[config.mk]
export PLATFORM = sky130hd
export DESIGN_NAME = ethernet_tx
export DESIGN_NICKNAME = d
export VERILOG_FILES = /design/src/rtl/ethernet_pkg.sv /design/src/rtl/ethernet_tx_crc32_byte.sv /design/src/rtl/ethernet_tx.sv
export SDC_FILE = /design/constraint.sdc
export NUM_CORES = 1
export LEC_CHECK = 0
export CAP_MARGIN = 20
export CORE_UTILIZATION = 31
export CTS_BUF_LIST = sky130_fd_sc_hd__clkbuf_4
export DETAILED_ROUTE_END_ITERATION = 16
export GPL_ROUTABILITY_DRIVEN = 0
export PLACE_DENSITY_LB_ADDON = 0.25
export SLEW_MARGIN = 25
export SYNTH_ARGS = -nofsm -noshare
export SYNTH_HDL_FRONTEND = slang
export SYNTH_SLANG_ARGS = --single-unit
[constraint.sdc]
create_clock -name eth_tx_clk -period 6.8 [get_ports eth_tx_clk]
set_clock_uncertainty 0.05 [all_clocks]
set_input_delay 2.04 -clock eth_tx_clk [delete_from_list [all_inputs] [get_ports eth_tx_clk]]
set_output_delay 2.04 -clock eth_tx_clk [all_outputs]
set_load 0.02 [all_outputs]
[src/rtl/ethernet_pkg.sv]
// Shared Ethernet definitions for the MII transmit and receive framers.
package ethernet_pkg;

    typedef enum logic [2:0] {
        IDLE,
        PREAMBLE,
        PAYLOAD,
        PAD,
        FCS,
        IFG
    } tx_state_t;

    localparam logic [3:0]  PREAMBLE_NIBBLE  = 4'h5;
    localparam logic [3:0]  SFD_NIBBLE       = 4'hD;
    localparam logic [31:0] CRC_POLY         = 32'hEDB88320;
    localparam logic [31:0] CRC_INIT         = 32'hFFFFFFFF;

    localparam int unsigned BYTE_CNT_W       = 11;
    localparam int unsigned PREAMBLE_NIBBLES = 16;
    localparam int unsigned FCS_NIBBLES      = 8;

endpackage

[src/rtl/ethernet_tx_crc32_byte.sv]
// Combinational reflected CRC-32 update over one byte, LSB first.
import ethernet_pkg::*;

module crc32_byte (
    input  logic [31:0] crc,
    input  logic [7:0]  data,
    output logic [31:0] crc_next_c
);

    always_comb begin
        crc_next_c = crc ^ {24'h000000, data};
        for (int i = 0; i < 8; i++) begin
            crc_next_c = crc_next_c[0] ? ((crc_next_c >> 1) ^ CRC_POLY) : (crc_next_c >> 1);
        end
    end

endmodule

[src/rtl/ethernet_tx.sv]
// MII transmit framer: preamble/SFD, payload, optional padding, CRC-32 FCS and
// inter-frame gap, driven from a byte valid/ready/last stream.
import ethernet_pkg::*;

module ethernet_tx #(
    parameter bit          PAD_EN      = 1'b1,
    parameter int unsigned MIN_BYTES   = 60,
    parameter int unsigned IFG_NIBBLES = 24
) (
    input  logic       eth_tx_clk,
    input  logic       rst,
    input  logic [7:0] tx_byte,
    input  logic       tx_byte_valid,
    input  logic       tx_byte_last,
    output logic       tx_byte_ready,
    output logic [3:0] eth_txd,
    output logic       eth_tx_en,
    output logic       eth_txerr,
    output logic       tx_underflow
);

    localparam int unsigned CNT_W = 16;
    localparam logic [BYTE_CNT_W-1:0] MIN_CNT = BYTE_CNT_W'(MIN_BYTES);
    // The IDLE cycle that follows IFG supplies the final gap nibble.
    localparam logic [CNT_W-1:0] IFG_LAST = CNT_W'((IFG_NIBBLES > 1) ? (IFG_NIBBLES - 2) : 0);

    tx_state_t             state;
    logic [CNT_W-1:0]      nib_cnt;
    logic [BYTE_CNT_W-1:0] byte_cnt;
    logic [31:0]           crc;
    logic [7:0]            cur_byte;
    logic                  cur_last;
    logic                  half;

    logic [7:0]            crc_data_c;
    logic [31:0]           crc_next_c;
    logic [31:0]           fcs_c;
    logic [3:0]            fcs_nibble_c;
    logic [BYTE_CNT_W-1:0] byte_cnt_inc_c;

    assign crc_data_c     = (state == PAD) ? 8'h00 : tx_byte;
    assign fcs_c          = ~crc;
    assign fcs_nibble_c   = fcs_c[{nib_cnt[2:0], 2'b00} +: 4];
    assign byte_cnt_inc_c = (&byte_cnt) ? byte_cnt : byte_cnt + BYTE_CNT_W'(1);

    crc32_byte u_crc (
        .crc        (crc),
        .data       (crc_data_c),
        .crc_next_c (crc_next_c)
    );

    // Outputs are computed one edge ahead so every MII pin comes straight from a flop.
    always_ff @(posedge eth_tx_clk) begin
        if (rst) begin
            state         <= IDLE;
            nib_cnt       <= '0;
            byte_cnt      <= '0;
            crc           <= CRC_INIT;
            cur_byte      <= '0;
            cur_last      <= 1'b0;
            half          <= 1'b0;
            eth_txd       <= '0;
            eth_tx_en     <= 1'b0;
            eth_txerr     <= 1'b0;
            tx_byte_ready <= 1'b0;
            tx_underflow  <= 1'b0;
        end else begin
            eth_txerr     <= 1'b0;
            tx_underflow  <= 1'b0;
            tx_byte_ready <= 1'b0;
            unique case (state)
                IDLE: begin
                    eth_tx_en <= 1'b0;
                    eth_txd   <= '0;
                    nib_cnt   <= '0;
                    byte_cnt  <= '0;
                    crc       <= CRC_INIT;
                    half      <= 1'b0;
                    cur_last  <= 1'b0;
                    if (tx_byte_valid) begin
                        state <= PREAMBLE;
                    end
                end
                PREAMBLE: begin
                    eth_tx_en <= 1'b1;
                    if (nib_cnt == CNT_W'(PREAMBLE_NIBBLES - 1)) begin
                        eth_txd       <= SFD_NIBBLE;
                        tx_byte_ready <= 1'b1;
                        half          <= 1'b0;
                        state         <= PAYLOAD;
                    end else begin
                        eth_txd <= PREAMBLE_NIBBLE;
                        nib_cnt <= nib_cnt + CNT_W'(1);
                    end
                end
                PAYLOAD: begin
                    eth_tx_en <= 1'b1;
                    if (!half) begin
                        // Ready was high last cycle; a missing byte aborts the frame.
                        if (tx_byte_valid) begin
                            cur_byte <= tx_byte;
                            cur_last <= tx_byte_last;
                            eth_txd  <= tx_byte[3:0];
                            crc      <= crc_next_c;
                            byte_cnt <= byte_cnt_inc_c;
                            half     <= 1'b1;
                        end else begin
                            eth_txd      <= '0;
                            eth_txerr    <= 1'b1;
                            tx_underflow <= 1'b1;
                            nib_cnt      <= '0;
                            state        <= IFG;
                        end
                    end else begin
                        eth_txd <= cur_byte[7:4];
                        half    <= 1'b0;
                        if (cur_last) begin
                            nib_cnt <= '0;
                            state   <= (PAD_EN && (byte_cnt < MIN_CNT)) ? PAD : FCS;
                        end else begin
                            tx_byte_ready <= 1'b1;
                        end
                    end
                end
                PAD: begin
                    eth_tx_en <= 1'b1;
                    eth_txd   <= '0;
                    if (!half) begin
                        crc      <= crc_next_c;
                        byte_cnt <= byte_cnt_inc_c;
                        half     <= 1'b1;
                    end else begin
                        half <= 1'b0;
                        if (byte_cnt >= MIN_CNT) begin
                            nib_cnt <= '0;
                            state   <= FCS;
                        end
                    end
                end
                FCS: begin
                    eth_tx_en <= 1'b1;
                    eth_txd   <= fcs_nibble_c;
                    if (nib_cnt == CNT_W'(FCS_NIBBLES - 1)) begin
                        nib_cnt <= '0;
                        state   <= IFG;
                    end else begin
                        nib_cnt <= nib_cnt + CNT_W'(1);
                    end
                end
                IFG: begin
                    eth_tx_en <= 1'b0;
                    eth_txd   <= '0;
                    if (nib_cnt >= IFG_LAST) begin
                        state <= IDLE;
                    end else begin
                        nib_cnt <= nib_cnt + CNT_W'(1);
                    end
                end
                default: state <= IDLE;
            endcase
        end
    end

endmodule

==> impl_metrics.json, run 1 <==
{
  "cp.depth": 4,
  "maxCapViolations": 0,
  "ant_nets": 0,
  "grt_pass1_vias": 3309,
  "viasPerCell": 5.14,
  "p_leak_nw": 1.60,
  "endpoint_kind": "flop",
  "syn2layout_area_growth_pct": 11.1,
  "cp-start-kind": "primary input",
  "slew_violations": 0,
  "tightest_slew_ns": 0.887,
  "synth_area_leaders": "dfxtp_1 35%, xnor2_1 11%, xor2_1 5.7%, nor2_1 4.7%, a21oi_1 4.4%",
  "seq_area_frac_synth_pct": 34.6,
  "num_io_pins": 20,
  "drive_gt1_share_pct": 7.43,
  "hold-worst-slack_ns": 0.450,
  "dieArea_mm2": 0.0145,
  "ir_drop_uv": 63.2,
  "crit_path_top_delay_cell": "clkdlybuf4s50_1",
  "antenna_found_initial": 1,
  "post-route-util_pct": 35.9,
  "synthDominantCellAreaShare_pct": 34.6,
  "period_minus_slack_ns": 4.20,
  "drt_iter0_markers": 222,
  "path_class": "primary input to flop",
  "relSlewSlack_pct": 40.9,
  "cp.arrival_ns": 4.49,
  "synth_enable_flop_cells": 0,
  "min-delay-path-class": "flop to flop",
  "layout_common_cells": "75 x dfxtp_1, 54 x xnor2_1, 54 x nor2_1, 40 x nand2_1, 38 x a21oi_1",
  "async_reset_ff_share_pct": 0,
  "syn_area_per_cell_um2": 8.91,
  "post-cts-setup-buffers": 0,
  "grt_start_max_net_pins": 24,
  "cts_tree": "yes",
  "grt_pass1_wl_mm": 17.4,
  "port_buffers": 19,
  "cts.htree.levels": 3,
  "gr-total-overflow": 0,
  "start_util_pct": 32.3,
  "status": "completed",
  "synth_warnings": 0,
  "drc_errors": 0,
  "r2r_cells": 8,
  "dr_total_vias": 3472,
  "reg2reg_from": "nib_cnt[0]",
  "core_area_mm2": 0.0135,
  "clk_pin_slew_worst_paths_ns": 0.12,
  "path_buf_inv": 2,
  "ctsHoldBuffers": 0,
  "hold_start": "nib_cnt[13]",
  "cts_resized": 0,
  "max_freq_mhz": 238,
  "nNetsFinal": 509,
  "clkLatencyLatePin_ns": 0.44,
  "crit_start": "rst",
  "synth_cell_types": 49,
  "wl_per_cell_um": 15.8,
  "crit_path_cell_trace": "clkdlybuf4s50_1 -> inv_1 -> nand2_1 -> o22a_1",
  "grtUsageTotal_pct": 15.5,
  "netlist_area_mm2": 0.00434,
  "critPathMaxStageDelay_ns": 0.74,
  "power.density_mw_per_mm2": 179,
  "yosysTopAreaCell": "dfxtp_1",
  "placed_area_mm2": 0.00468,
  "hpwl_mm": 7.67,
  "setup_viol": 0,
  "clockBufferDepth": 2,
  "critical_path_required_ns": 7.09,
  "synth-seq-cells": 75,
  "drt_pass1_iterations": 4,
  "hold_depth": 2,
  "rrSetupSlack_ns": 3.72,
  "layout_commonest_cell": "dfxtp_1",
  "synth-main-ff-cell": "dfxtp_1",
  "fp.dieW_um": 120,
  "cts_made_buffers": 9,
  "worst-path-max-fanout": 23,
  "cts_sinks": 75,
  "std_cell_rows": 42,
  "stdcell_area_mm2": 0.00482,
  "die_h_um": 120,
  "drt-total-wl_mm": 10.7,
  "hold_violations": 0,
  "setup_tns_ns": 0,
  "crit_family": "buffers and inverters",
  "fin_crit_sh_pct": 61.8,
  "synthesis.nets": 503,
  "rsz0062_at_grt": "no",
  "cts-root-buf": "clkbuf_4",
  "postSynthCellCount": 487
}
[final timing paths]
path	endpoint
setup / recovery	crc[1]
hold / removal	nib_cnt[13]
setup reg to reg	nib_cnt[14]
hold reg to reg	nib_cnt[13]
[registers in the layout, indices dropped and copies added, names as in the netlist, 3 cells and up]
signal and cells:
byte_cnt 11, state 3, nib_cnt 16, crc 32, eth_txd 4, cur_byte 4
[routing by layer]
metal	vias up	GRT usage (%)	wire, um
li1	1720	-	-
met1	1669	21.5	5210
met2	68	24.0	4820
met3	15	2.69	430
met4	0	5.94	200
met5	-	0	0
[metrics by stage]
| step | setup slack, ns | power, mW | std cells |
|---|---|---|---|
| 3_3_place_gp | 2.18 | 0.585 | 658 |
| 4_1_cts | 2.57 | 0.871 | 674 |
| 2_1_floorplan | 3.15 | 0.555 | 487 |
| 5_1_grt | 2.43 | 0.905 | 675 |
| 6_report | 2.60 | 0.862 | 675 |
| 3_5_place_dp | 2.10 | 0.589 | 658 |
[tightest hold or removal path, delay by kind of cell (launching register included)]
kind           cells  cell delay, ns
flip-flops         1            0.34
AO/OA/AOI/OAI      2            0.13
[final cells by class]
type,instances,area [um2]
timing repair buffer,21,205
antenna,1,2.50
sequential,75,1500
clock buffer,13,97.6
multi-input combinational,379,2730
clock inverter,3,38.8
inverter,7,26.3
fill,1405,8630
tap,176,220
[cells by family (layout without fill, tap and decap cells)]
group / Yosys count / in the layout / share of synthesized area (%)
other cells: 0 / 1 / 0
xor+xnor: 96 / 96 / 23.1
buf+inv: 33 / 44 / 3.14
mux: 17 / 17 / 6.23
compound gates: 87 / 87 / 12.3
fa+ha+maj: 4 / 4 / 1.15
simple gates: 175 / 175 / 19.5
flops: 75 / 75 / 34.6
[report_power, final]
| group | internal (mW) | switching, mW |
|---|---|---|
| clock network | 0.127 | 0.156 |
| logic | 0.0623 | 0.0695 |
| registers | 0.441 | 0.00582 |
| total | 0.631 | 0.231 |
[synth_stat cells (7+ instances only)]
library cell and instances:
nor3_1 16, nor4_1 12, o21ai_0 15, or3_1 8, nor2_1 54, mux4_2 8, dfxtp_1 75, mux2i_1 9
xnor3_1 7, xor2_1 28, inv_1 7, clkbuf_1 19, nand3_1 17, o22ai_1 9, xnor2_1 54, a21oi_1 38
nand2_1 40
Note: power is estimated with default switching activity, not from simulation.
==> inputs of run 2 (changes only) <==
==> constraint.sdc (replaced) <==
create_clock -name eth_tx_clk -period 3.52 [get_ports eth_tx_clk]
set_clock_uncertainty 0.05 [all_clocks]
set_input_delay 1.056 -clock eth_tx_clk [delete_from_list [all_inputs] [get_ports eth_tx_clk]]
set_output_delay 1.056 -clock eth_tx_clk [all_outputs]
set_load 0.02 [all_outputs]
==> run 2 against run 1 <==
Count of clock-buffer cells in the layout fell by 3. Core utilization rose by 0.57 points. Global-route usage rose by 0.32 points. Register-to-register slack got worse by 2.9 ns. Critical endpoint is now nib_cnt[12].
==> impl_metrics.json, run 2 (synthesized netlist as in run 1, its figures left out) <==
{
  "clockBufferDepth": 2,
  "num_io_pins": 20,
  "finalPower_mw": 1.58,
  "wl_per_cell_um": 15.7,
  "cts-root-buf": "clkbuf_4",
  "cts_sinks": 75,
  "relSlewSlack_pct": 37.6,
  "power.density_mw_per_mm2": 321,
  "cts_tree": "yes",
  "grt_start_max_net_pins": 24,
  "drc_errors": 0,
  "die_h_um": 120,
  "clkLatencyLatePin_ns": 0.45,
  "grtUsageTotal_pct": 15.9,
  "std_cell_rows": 42,
  "clk_pin_slew_worst_paths_ns": 0.11,
  "port_buffers": 19,
  "cts_resized": 0,
  "cp.arrival_ns": 3.14,
  "status": "completed",
  "drive_gt1_share_pct": 10.1,
  "grt_pass1_wl_mm": 17.6,
  "seq_area_mm2": 0.00150,
  "fp.dieW_um": 120,
  "top_regs": "crc x32, nib_cnt x16, byte_cnt x11",
  "drt_iter0_markers": 250,
  "crit_path_top_delay_cell": "clkdlybuf4s50_1",
  "cts.htree.levels": 3,
  "worst-path-max-fanout": 8,
  "tightest_slew_ns": 0.936,
  "maxCapViolations": 0,
  "ctsHoldBuffers": 0,
  "rsz0062_at_grt": "no",
  "ant_nets": 0,
  "layout_commonest_cell": "dfxtp_1",
  "ir_drop_uv": 203,
  "multiInputGateArea_mm2": 0.00271,
  "crit_path_cell_trace": "clkdlybuf4s50_1 -> o21bai_1 -> o21ai_0 -> o31a_1 -> or3_1 -> or3_1 -> a21oi_1",
  "nNetsFinal": 527,
  "syn2layout_area_growth_pct": 12.9,
  "gr-total-overflow": 0,
  "critPathMaxStageDelay_ns": 0.46,
  "viasPerCell": 5.10,
  "dieArea_mm2": 0.0145,
  "critical_path_required_ns": 3.85,
  "cp-start-kind": "primary input",
  "period_minus_slack_ns": 2.81,
  "post-cts-setup-buffers": 0,
  "antenna_found_initial": 1,
  "cts_made_buffers": 9,
  "crit_family": "compound AO/OA/AOI/OAI gates",
  "grt_pass1_vias": 3325,
  "setup_viol": 0,
  "setup_tns_ns": 0,
  "p_leak_nw": 1.66,
  "core_area_mm2": 0.0135,
  "top_register": "crc",
  "start_util_pct": 32.3,
  "fin_crit_sh_pct": 79.8,
  "endpoint_kind": "flop",
  "slew_violations": 0,
  "max_freq_mhz": 356,
  "dr_total_vias": 3525,
  "path_class": "primary input to flop",
  "hpwl_mm": 7.93,
  "largest_reg_flops": 32,
  "layout_common_cells": "75 x dfxtp_1, 54 x xnor2_1, 54 x nor2_1, 40 x nand2_1, 38 x a21oi_1",
  "path_buf_inv": 1,
  "hold_violations": 0,
  "path_common_cell": "or3_1",
  "fillers": 1442,
  "drt_pass1_iterations": 5,
  "drt-total-wl_mm": 10.9,
  "min-delay-path-class": "flop to flop"
}
[run 2: worst register-to-register path: stages, from the launching register on]
cell,delay [ns]
dfxtp_1,0.53
ha_1,0.31
o21a_1,0.17
o21ai_0,0.25
a21oi_1,0.33
or3_1,0.50
or3_1,0.37
a21oi_1,0.14
[run 2: path summary, 6_finish.rpt]
kind | end | slack [ns] | from | cells after the start
setup / recovery | nib_cnt[12] | 0.71 | tx_byte_valid | 7
hold / removal | nib_cnt[13] | 0.46 | nib_cnt[13] | 2
setup reg to reg | nib_cnt[12] | 0.83 | nib_cnt[1] | 7
hold reg to reg | nib_cnt[13] | 0.46 | nib_cnt[13] | 2
[run 2: stage by stage]
step	hold slack, ns	instances	area, um2	setup slack [ns]	utilization (%)
floorplan	0.407	487	4340	0.851	-
global placement	0.430	676	4800	0.321	35.7
detailed placement	0.437	676	4800	0.265	35.7
CTS	0.462	690	4890	0.751	36.4
global route	0.498	691	4900	0.569	36.4
finish	0.462	691	4900	0.712	36.4
[run 2: final cells by class]
cell class	count	share of cell area [%]
Tap cell	176	4.49
Sequential cell	75	30.6
Inverter	7	0.536
Clock inverter	4	0.409
Clock buffer	10	1.53
Timing Repair Buffer	39	6.95
Antenna cell	1	0.0511
Multi-Input combinational cell	379	55.4
[run 2: where the power goes]
| part | internal, mW | switching [mW] |
|---|---|---|
| combinational | 0.134 | 0.146 |
| sequential | 0.852 | 0.00375 |
| clock | 0.140 | 0.300 |
[run 2: metal layers]
metal	up-vias	track usage (%)	share of wire, %
li1	1758	-	-
met4	0	4.01	0.98
met1	1714	21.2	50
met2	46	25.4	46
met3	7	4.01	2.8
met5	-	0	0
